[src/rtl/encout_apb_pkg.sv]
// Shared types and defaults for the encoder-output APB arbiter.
// State encoding, APB width defaults and the default ACCESS timeout.
package encout_apb_pkg;

    typedef enum logic [1:0] {
        ST_IDLE   = 2'd0,
        ST_SETUP  = 2'd1,
        ST_ACCESS = 2'd2
    } apb_state_e;

    localparam int APB_AW     = 32;
    localparam int APB_DW     = 32;
    localparam int DEF_TO_CYC = 16;

    function automatic int idx_w(input int n);
        return (n > 1) ? $clog2(n) : 1;
    endfunction

endpackage

[src/rtl/encout_rr_arb.sv]
// Combinational round-robin pick: first set request at or after the pointer.
// Produces a one-hot grant, its binary index and an any-request flag.
module encout_rr_arb
    import encout_apb_pkg::*;
#(
    parameter int NREQ = 2,
    parameter int IW   = idx_w(NREQ)
) (
    input  logic [NREQ-1:0] i_req,
    input  logic [IW-1:0]   i_ptr,
    output logic [NREQ-1:0] o_gnt,
    output logic [IW-1:0]   o_idx,
    output logic            o_any
);

    logic [IW:0] w_sum;
    logic [IW-1:0] w_cand;

    always_comb begin
        o_gnt  = '0;
        o_idx  = '0;
        o_any  = 1'b0;
        w_sum  = '0;
        w_cand = '0;
        for (int off = 0; off < NREQ; off++) begin
            // Candidate index wraps modulo NREQ, which need not be a power of two.
            w_sum = {1'b0, i_ptr} + (IW+1)'(off);
            if (w_sum >= (IW+1)'(NREQ))
                w_sum = w_sum - (IW+1)'(NREQ);
            w_cand = w_sum[IW-1:0];
            if (!o_any && i_req[w_cand]) begin
                o_any         = 1'b1;
                o_gnt[w_cand] = 1'b1;
                o_idx         = w_cand;
            end
        end
    end

endmodule

[src/rtl/encout_apb_arb.sv]
// APB3 master arbiter/sequencer sharing one APB bus among NREQ requesters.
// Optional ACCESS timeout enabled by defining ENCOUT_APB_ARB_TIMEOUT_EN.
module encout_apb_arb
    import encout_apb_pkg::*;
#(
    parameter int NREQ   = 2,
    parameter int AW     = APB_AW,
    parameter int DW     = APB_DW,
    parameter int TO_CYC = DEF_TO_CYC
) (
    input  logic             i_clk,
    input  logic             i_presetn,
    input  logic [NREQ-1:0]  i_req,
    input  logic [NREQ*AW-1:0] i_addr,
    input  logic [NREQ-1:0]  i_write,
    input  logic [NREQ*DW-1:0] i_wdata,
    output logic [NREQ-1:0]  o_gnt,
    output logic [NREQ-1:0]  o_done,
    output logic [DW-1:0]    o_rdata,
    output logic             o_err,
    output logic [AW-1:0]    o_paddr,
    output logic             o_psel,
    output logic             o_penable,
    output logic             o_pwrite,
    output logic [DW-1:0]    o_pwdata,
    input  logic [DW-1:0]    i_prdata,
    input  logic             i_pready,
    input  logic             i_pslverr
);

    localparam int IW = idx_w(NREQ);

    apb_state_e r_state, w_state_nxt;
    logic [IW-1:0]   r_ptr, r_idx, w_ptr_nxt;
    logic [NREQ-1:0] r_gnt, w_arb_gnt;
    logic [IW-1:0]   w_arb_idx;
    logic            w_arb_any;
    logic [AW-1:0]   r_paddr, w_sel_addr;
    logic [DW-1:0]   r_pwdata, w_sel_wdata;
    logic            r_pwrite, w_sel_write;
    logic            w_timeout, w_complete;

    encout_rr_arb #(.NREQ(NREQ), .IW(IW)) u_rr (
        .i_req (i_req),
        .i_ptr (r_ptr),
        .o_gnt (w_arb_gnt),
        .o_idx (w_arb_idx),
        .o_any (w_arb_any)
    );

    always_comb begin
        w_sel_addr  = '0;
        w_sel_wdata = '0;
        w_sel_write = 1'b0;
        for (int k = 0; k < NREQ; k++) begin
            if (w_arb_idx == IW'(k)) begin
                w_sel_addr  = i_addr[k*AW +: AW];
                w_sel_wdata = i_wdata[k*DW +: DW];
                w_sel_write = i_write[k];
            end
        end
    end

`ifdef ENCOUT_APB_ARB_TIMEOUT_EN
    localparam int CW = $clog2(TO_CYC + 1);
    logic [CW-1:0] r_tocnt;

    // Counts unready ACCESS cycles; saturates at TO_CYC until the forced completion.
    always_ff @(posedge i_clk or negedge i_presetn) begin
        if (!i_presetn)
            r_tocnt <= '0;
        else if (r_state == ST_SETUP)
            r_tocnt <= '0;
        else if (r_state == ST_ACCESS && !i_pready && r_tocnt != CW'(TO_CYC))
            r_tocnt <= r_tocnt + 1'b1;
    end

    assign w_timeout = (r_state == ST_ACCESS) && (r_tocnt == CW'(TO_CYC));
`else
    logic w_unused_to;
    assign w_unused_to = (TO_CYC == 0);
    assign w_timeout   = 1'b0;
`endif

    assign w_ptr_nxt = (r_idx == IW'(NREQ-1)) ? '0 : r_idx + 1'b1;

    always_ff @(posedge i_clk or negedge i_presetn) begin
        if (!i_presetn)
            r_state <= ST_IDLE;
        else
            r_state <= w_state_nxt;
    end

    always_comb begin
        w_state_nxt = r_state;
        w_complete  = 1'b0;
        o_psel      = 1'b0;
        o_penable   = 1'b0;
        o_done      = '0;
        o_rdata     = '0;
        o_err       = 1'b0;
        case (r_state)
            ST_IDLE: begin
                if (w_arb_any)
                    w_state_nxt = ST_SETUP;
            end
            ST_SETUP: begin
                o_psel      = 1'b1;
                w_state_nxt = ST_ACCESS;
            end
            ST_ACCESS: begin
                o_psel    = 1'b1;
                o_penable = 1'b1;
                // Ready takes priority over a timeout that lands in the same cycle.
                if (i_pready || w_timeout) begin
                    w_complete  = 1'b1;
                    w_state_nxt = ST_IDLE;
                    o_done      = r_gnt;
                    o_rdata     = i_pready ? i_prdata : '0;
                    o_err       = i_pready ? i_pslverr : 1'b1;
                end
            end
            default: w_state_nxt = ST_IDLE;
        endcase
    end

    always_ff @(posedge i_clk or negedge i_presetn) begin
        if (!i_presetn) begin
            r_ptr    <= '0;
            r_idx    <= '0;
            r_gnt    <= '0;
            r_paddr  <= '0;
            r_pwrite <= 1'b0;
            r_pwdata <= '0;
        end else if (r_state == ST_IDLE && w_arb_any) begin
            r_idx    <= w_arb_idx;
            r_gnt    <= w_arb_gnt;
            r_paddr  <= w_sel_addr;
            r_pwrite <= w_sel_write;
            if (w_sel_write)
                r_pwdata <= w_sel_wdata;
        end else if (w_complete) begin
            r_gnt <= '0;
            r_ptr <= w_ptr_nxt;
        end
    end

    assign o_gnt    = r_gnt;
    assign o_paddr  = r_paddr;
    assign o_pwrite = r_pwrite;
    assign o_pwdata = r_pwdata;

endmodule

[config.mk]
export PLATFORM = sky130hd
export DESIGN_NAME = encout_apb_arb
export DESIGN_NICKNAME = d
export VERILOG_FILES = /design/src/rtl/encout_apb_pkg.sv /design/src/rtl/encout_rr_arb.sv /design/src/rtl/encout_apb_arb.sv
export SDC_FILE = /design/constraint.sdc
export NUM_CORES = 1
export LEC_CHECK = 0
export ABC_AREA = 1
export CORE_MARGIN = 2
export CORE_UTILIZATION = 35
export DETAILED_ROUTE_END_ITERATION = 12
export GPL_TIMING_DRIVEN = 0
export PLACE_DENSITY = 0.8
export SYNTH_ARGS = -nofsm -noshare
export SYNTH_HDL_FRONTEND = slang
export SYNTH_SLANG_ARGS = --single-unit
[constraint.sdc]
create_clock -name i_clk -period 2.7 [get_ports i_clk]
set_clock_uncertainty 0.15 [all_clocks]
set_input_delay 0.405 -clock i_clk [delete_from_list [all_inputs] [get_ports i_clk]]
set_output_delay 0.405 -clock i_clk [all_outputs]
set_load 0.01 [all_outputs]
# After elaboration in Yosys (flattened, before gate mapping)
# Index checks and enable logic that the tools add are counted.
# Widths: inputs -> output; s select.
classes:
  add_sub_neg: 4
  n_lt_le_gt_ge: 6
  n_eq_ne: 4
  muxes: 35
  n_bitwise: 2
  reduce_logical: 11
ops:
  columns: ["cell", "n"]
  rows:
  - ["$mux 32", 4]
  - ["$mux 1", 20]
  - ["$mux 2", 8]
  - ["$pmux 2 s3", 1]
  - ["$reduce_and 2->1", 3]
  - ["$logic_and 1x1->1", 4]
  - ["$lt 1x2->1 const B", 2]
  - ["$ne 2x2->1 const B", 2]
  - ["$add 1x1->2 const B", 1]
  - ["$demux 1 s1", 2]
  - ["$eq 2x1->1 const B", 1]
  - ["$eq 2x2->1 const B", 1]
  - ["$ge 1x1->1 const B", 2]
  - ["$ge 1x2->1 const B", 1]
  - ["$ge 2x2->1 const B", 1]
  - ["$logic_not 2->1", 1]
  - ["$or 2x2->2", 1]
  - ["$reduce_bool 2->1", 1]
  - ["$reduce_or 2->1", 1]
  - ["$sub 1x1->1 const B", 2]
  - ["$add 1x1->1 const B", 1]
  - ["$logic_not 1->1", 1]
  - ["$not 1->1", 1]
totals:
  ff_bits: 71
  in_bits: 168
  wordCells: 69

# Depth between registers and ports, before layout
logic_depth:
  depth_word: 11
  depth_mapped: 9
  depth_no_buf: 7

# Cells and area by module
# A second synthesis with hierarchy kept.
hier_totals:
  hier_cells: 600
  hier_area_um2: 3958.8
by_module_without_submodules:
  columns: ["mod", "n_inst", "cells_per_inst", "area_per_inst_um2", "seq_area_each_um2"]
  rows:
  - ["encout_apb_arb", 1, 593, 3928.8, 1776.7]
  - ["encout_rr_arb", 1, 7, 30.0, 0.0]

# Worst setup path after synthesis
# OpenSTA, ideal clock, no wires.
synth_path:
  kind: "register to output"
  from: "reg r_state[0]"
  to: "out o_done[0]"
  t_arrival_ns: 1.290
  required_ns: 2.145
  setup_slack_ns: 0.855
  stages_incl_launch_ff: 6
  path_buffers: 1
  path_cell_list: "dfrtp_1 inv_1 ha_1 nand2_1 clkbuf_1 nor2_1"
synth_between:
  elab_chain_cells: 2
synth_rtl:
  columns: ["item", "line_no", "rtl"]
  rows:
  - ["start: declaration", "encout_apb_arb.sv:33", "apb_state_e r_state, w_state_nxt;"]
  - ["start signal: assignment", "encout_apb_arb.sv:91", "r_state <= w_state_nxt;"]
  - ["$eq 2x2->1", "encout_apb_arb.sv:102", "case (r_state)"]
  - ["$mux 2", "encout_apb_arb.sv:102", null]
  - ["end: declaration", "encout_apb_arb.sv:18", "output logic [NREQ-1:0] o_done,"]
# Every way passes these cells.

# Worst setup path after layout
layout_path:
  from: "reg r_state[0]"
  to: "out o_rdata[28]"
layout_between:
  elab_chain_cells: 2
layout_rtl:
  columns: ["item", "line_no", "rtl"]
  rows:
  - ["$eq 2x2->1", "encout_apb_arb.sv:102", null]
  - ["$mux 32", "encout_apb_arb.sv:102", null]
  - ["end: declaration", "encout_apb_arb.sv:19", "output logic [DW-1:0] o_rdata,"]
# Every way passes these cells.

==> out/qor.txt <==
vias in the first global route = 4499
Final WS setup = 0.1709 ns
DR WL/cell = 15.06 microns
drt first pass iters = 5
clock buffer count from CTS = 9
syn_nets = 717
Switching Fraction = 0.3793
slew margin rel. = 0.4185
Slew Limit Fails = 0
synth warn = 0
grt ovf = 0
largest net degree at the start of global routing = 72
Final ANT Viol Nets = 0
power per cell area = 895.5 mW/mm^2
post-synthesis cell area = 0.003921 sq mm
fin util = 0.6480
worst slew pin tran = 0.8723 ns
Critical Path AT = 1.97 ns
die height = 109.8 microns
Area growth, synth to finish = 79.93%
CP Data Required Time = 2.14 ns
most common cell after layout, fill and taps aside = clkdlybuf4s50_1
initial drt markers = 286
commonest non-fill, non-tap cells in the layout = 262 x clkdlybuf4s50_1, 140 x nand2_1, 100 x nand3_1
Critical Path Fanout Max = 10
Initial Util = 0.3601
Worst R2R Setup Slack = 0.96 ns
largest family of logic cells by synthesized area = simple AND/OR/NAND/NOR gates
GPL Wtd Cong = 0.8780
fin area = 0.007056 sq mm
wire length of the first global-routing pass = 22.08 mm
mux contribution to synthesized area = 0
number of distinct library cells after synthesis = 17
die footprint = 0.01207 sq mm
core region area = 0.01089 sq mm
placed cell areas = 0.006797 sq mm
share of post-route cells with drive strength above 1 = 0.07831
unrepaired setup endpoints after global routing = no
post-layout min period = 2.529 ns
peak supply drop = 0.0004725 V
DRC viols = 0
H-tree Lvls = 3
Mapped Cells = 545
Fmax = 395.4 MHz
CP startpoint kind = flop
period utilisation layout = 0.9367
DR vias/cell = 4.811
Tot GR Track Use = 0.2379
initial antenna violation count = 0
Detail Placement HPWL = 11.56 mm
CTS tree = yes
Synth Area in XOR/XNOR = 0
post-CTS setup buffer count = 0
DP Cell Count = 955
status = complete, no violations
via count = 4667
register area share after synthesis = 0.4531
mean area per synthesized cell = 7.195 sq um
Post-CTS Hold Fix Bufs = 0
Comb pwr share = 0.552
CP Class = flop to output port
Post-Synth Adder-Cell Area = 0.01276
P_sw = 0.002397 W
maximum clock path buffer count = 2
Die Wd = 109.8 microns
I/O pins = 272
Final setup viols = 0
worst skew pair latency = 0.33 ns
internal power = 0.003921 W
Reg clk slew, reported paths = 0.08 ns
root buffer selected by CTS = clkbuf_8
Worst setup EP type = output port
Pleak = 3.450 nW
post-synthesis compound-gate area fraction = 0.09030
hold_ws = 0.03863 ns
maxcap violations = 0
Placement Setup Slack = 0.02153 ns
# diodes = 0
IO Port Bufs = 270
Final Hold Vio Count = 0
Rows = 38
final std cells w/o fill = 970
Yosys reg bits = 71
routed wire length = 14.61 mm
Hold Crit Class = input port to async pin
clock power share = 0.145
CTS sink cnt = 71
simple-gate share of the synthesized area = 0.3354
# nets final = 998
Seq pwr share = 0.303
critical path: stages, from the launching register on:
cell and delay (ns):
dfrtp_1 0.40, inv_2 0.11, ha_4 0.17, nand2_4 0.09, clkbuf_4 0.20, nor2_1 0.11, clkdlybuf4s50_1 0.56
cell type report:
type                            instances  area, sq um
Buffer                                 42        271.5
Tap cell                              140        175.2
Inverter                               44        165.2
Fill cell                             967         3832
Clock inverter                          6        86.33
Sequential cell                        71         1777
Clock buffer                            9        123.9
Multi-Input combinational cell        388         1739
Timing Repair Buffer                  270         2718
layer usage:
metal  vias to the layer above  part of all wire  GRT usage
met4                         0             0.017    0.06872
met1                      2140              0.40     0.2838
met3                        19             0.097    0.06758
met5                         -                 0          0
met2                       208              0.48     0.4150
li1                       2300                 -          -
what timing repair did:
action / in CTS / in global routing
gates resized for setup: 8 / 10
setup endpoints to repair: 30 / 30
pin swaps: 0 / 0
state kept, by name, summed over array words and instances, names as in the netlist:
name and count:
o_paddr 32, o_pwdata 32, o_gnt 2, r_state 2, o_pwrite 1, r_idx 1, r_ptr 1
per-stage QoR:
step	power, W	setup TNS [ns]
floorplan	0.003499	0
global placement	0.005297	-91.21
detailed placement	0.005402	0
CTS	0.006355	0
global route	0.006788	0
finish	0.006318	0
power groups by stage:
stage	clock (W)	combinational [W]	sequential, W
floorplan	0	0.00136	0.00214
global placement	0	0.00340	0.00190
detailed placement	0	0.00349	0.00192
CTS	0.000938	0.00351	0.00191
global route	0.000992	0.00382	0.00197
finish	0.000917	0.00349	0.00191
synthesized netlist by cell type, drive strengths merged:
master	n	area, sq um
a21oi	66	330.3
buf	37	241.5
clkbuf	5	18.77
dfrtp	71	1777
ha	4	50.05
inv	44	165.2
nand2	143	541.8
nand3	101	510.5
nor2	70	262.8
o21ai	4	23.77
logic make-up after synthesis:
kind of cell,after synthesis
AND/OR/NAND/NOR,314
adder cells (fa/ha/maj),4
AO/OA/AOI/OAI,70
flip-flops,71
buffers and inverters,86
final timing paths:
path / to / start / cells after the start
max in group asynchronous: o_pwdata[29]$_DFFE_PN0P_ / i_presetn / 1
min in group i_clk: r_ptr$_DFFE_PN0P_ / r_idx$_DFFE_PN0P_ / 1
worst min register to register: r_ptr$_DFFE_PN0P_ / r_idx$_DFFE_PN0P_ / 1
worst min-delay path: o_paddr[5]$_DFFE_PN0P_ / i_presetn / 1
worst max register to register: o_pwdata[19]$_DFFE_PN0P_ / r_state[1]$_DFFE_PN0P_ / 8
worst max-delay path: o_rdata[28] / r_state[0]$_DFFE_PN0P_ / 6
(Power assumes the default switching activity.)
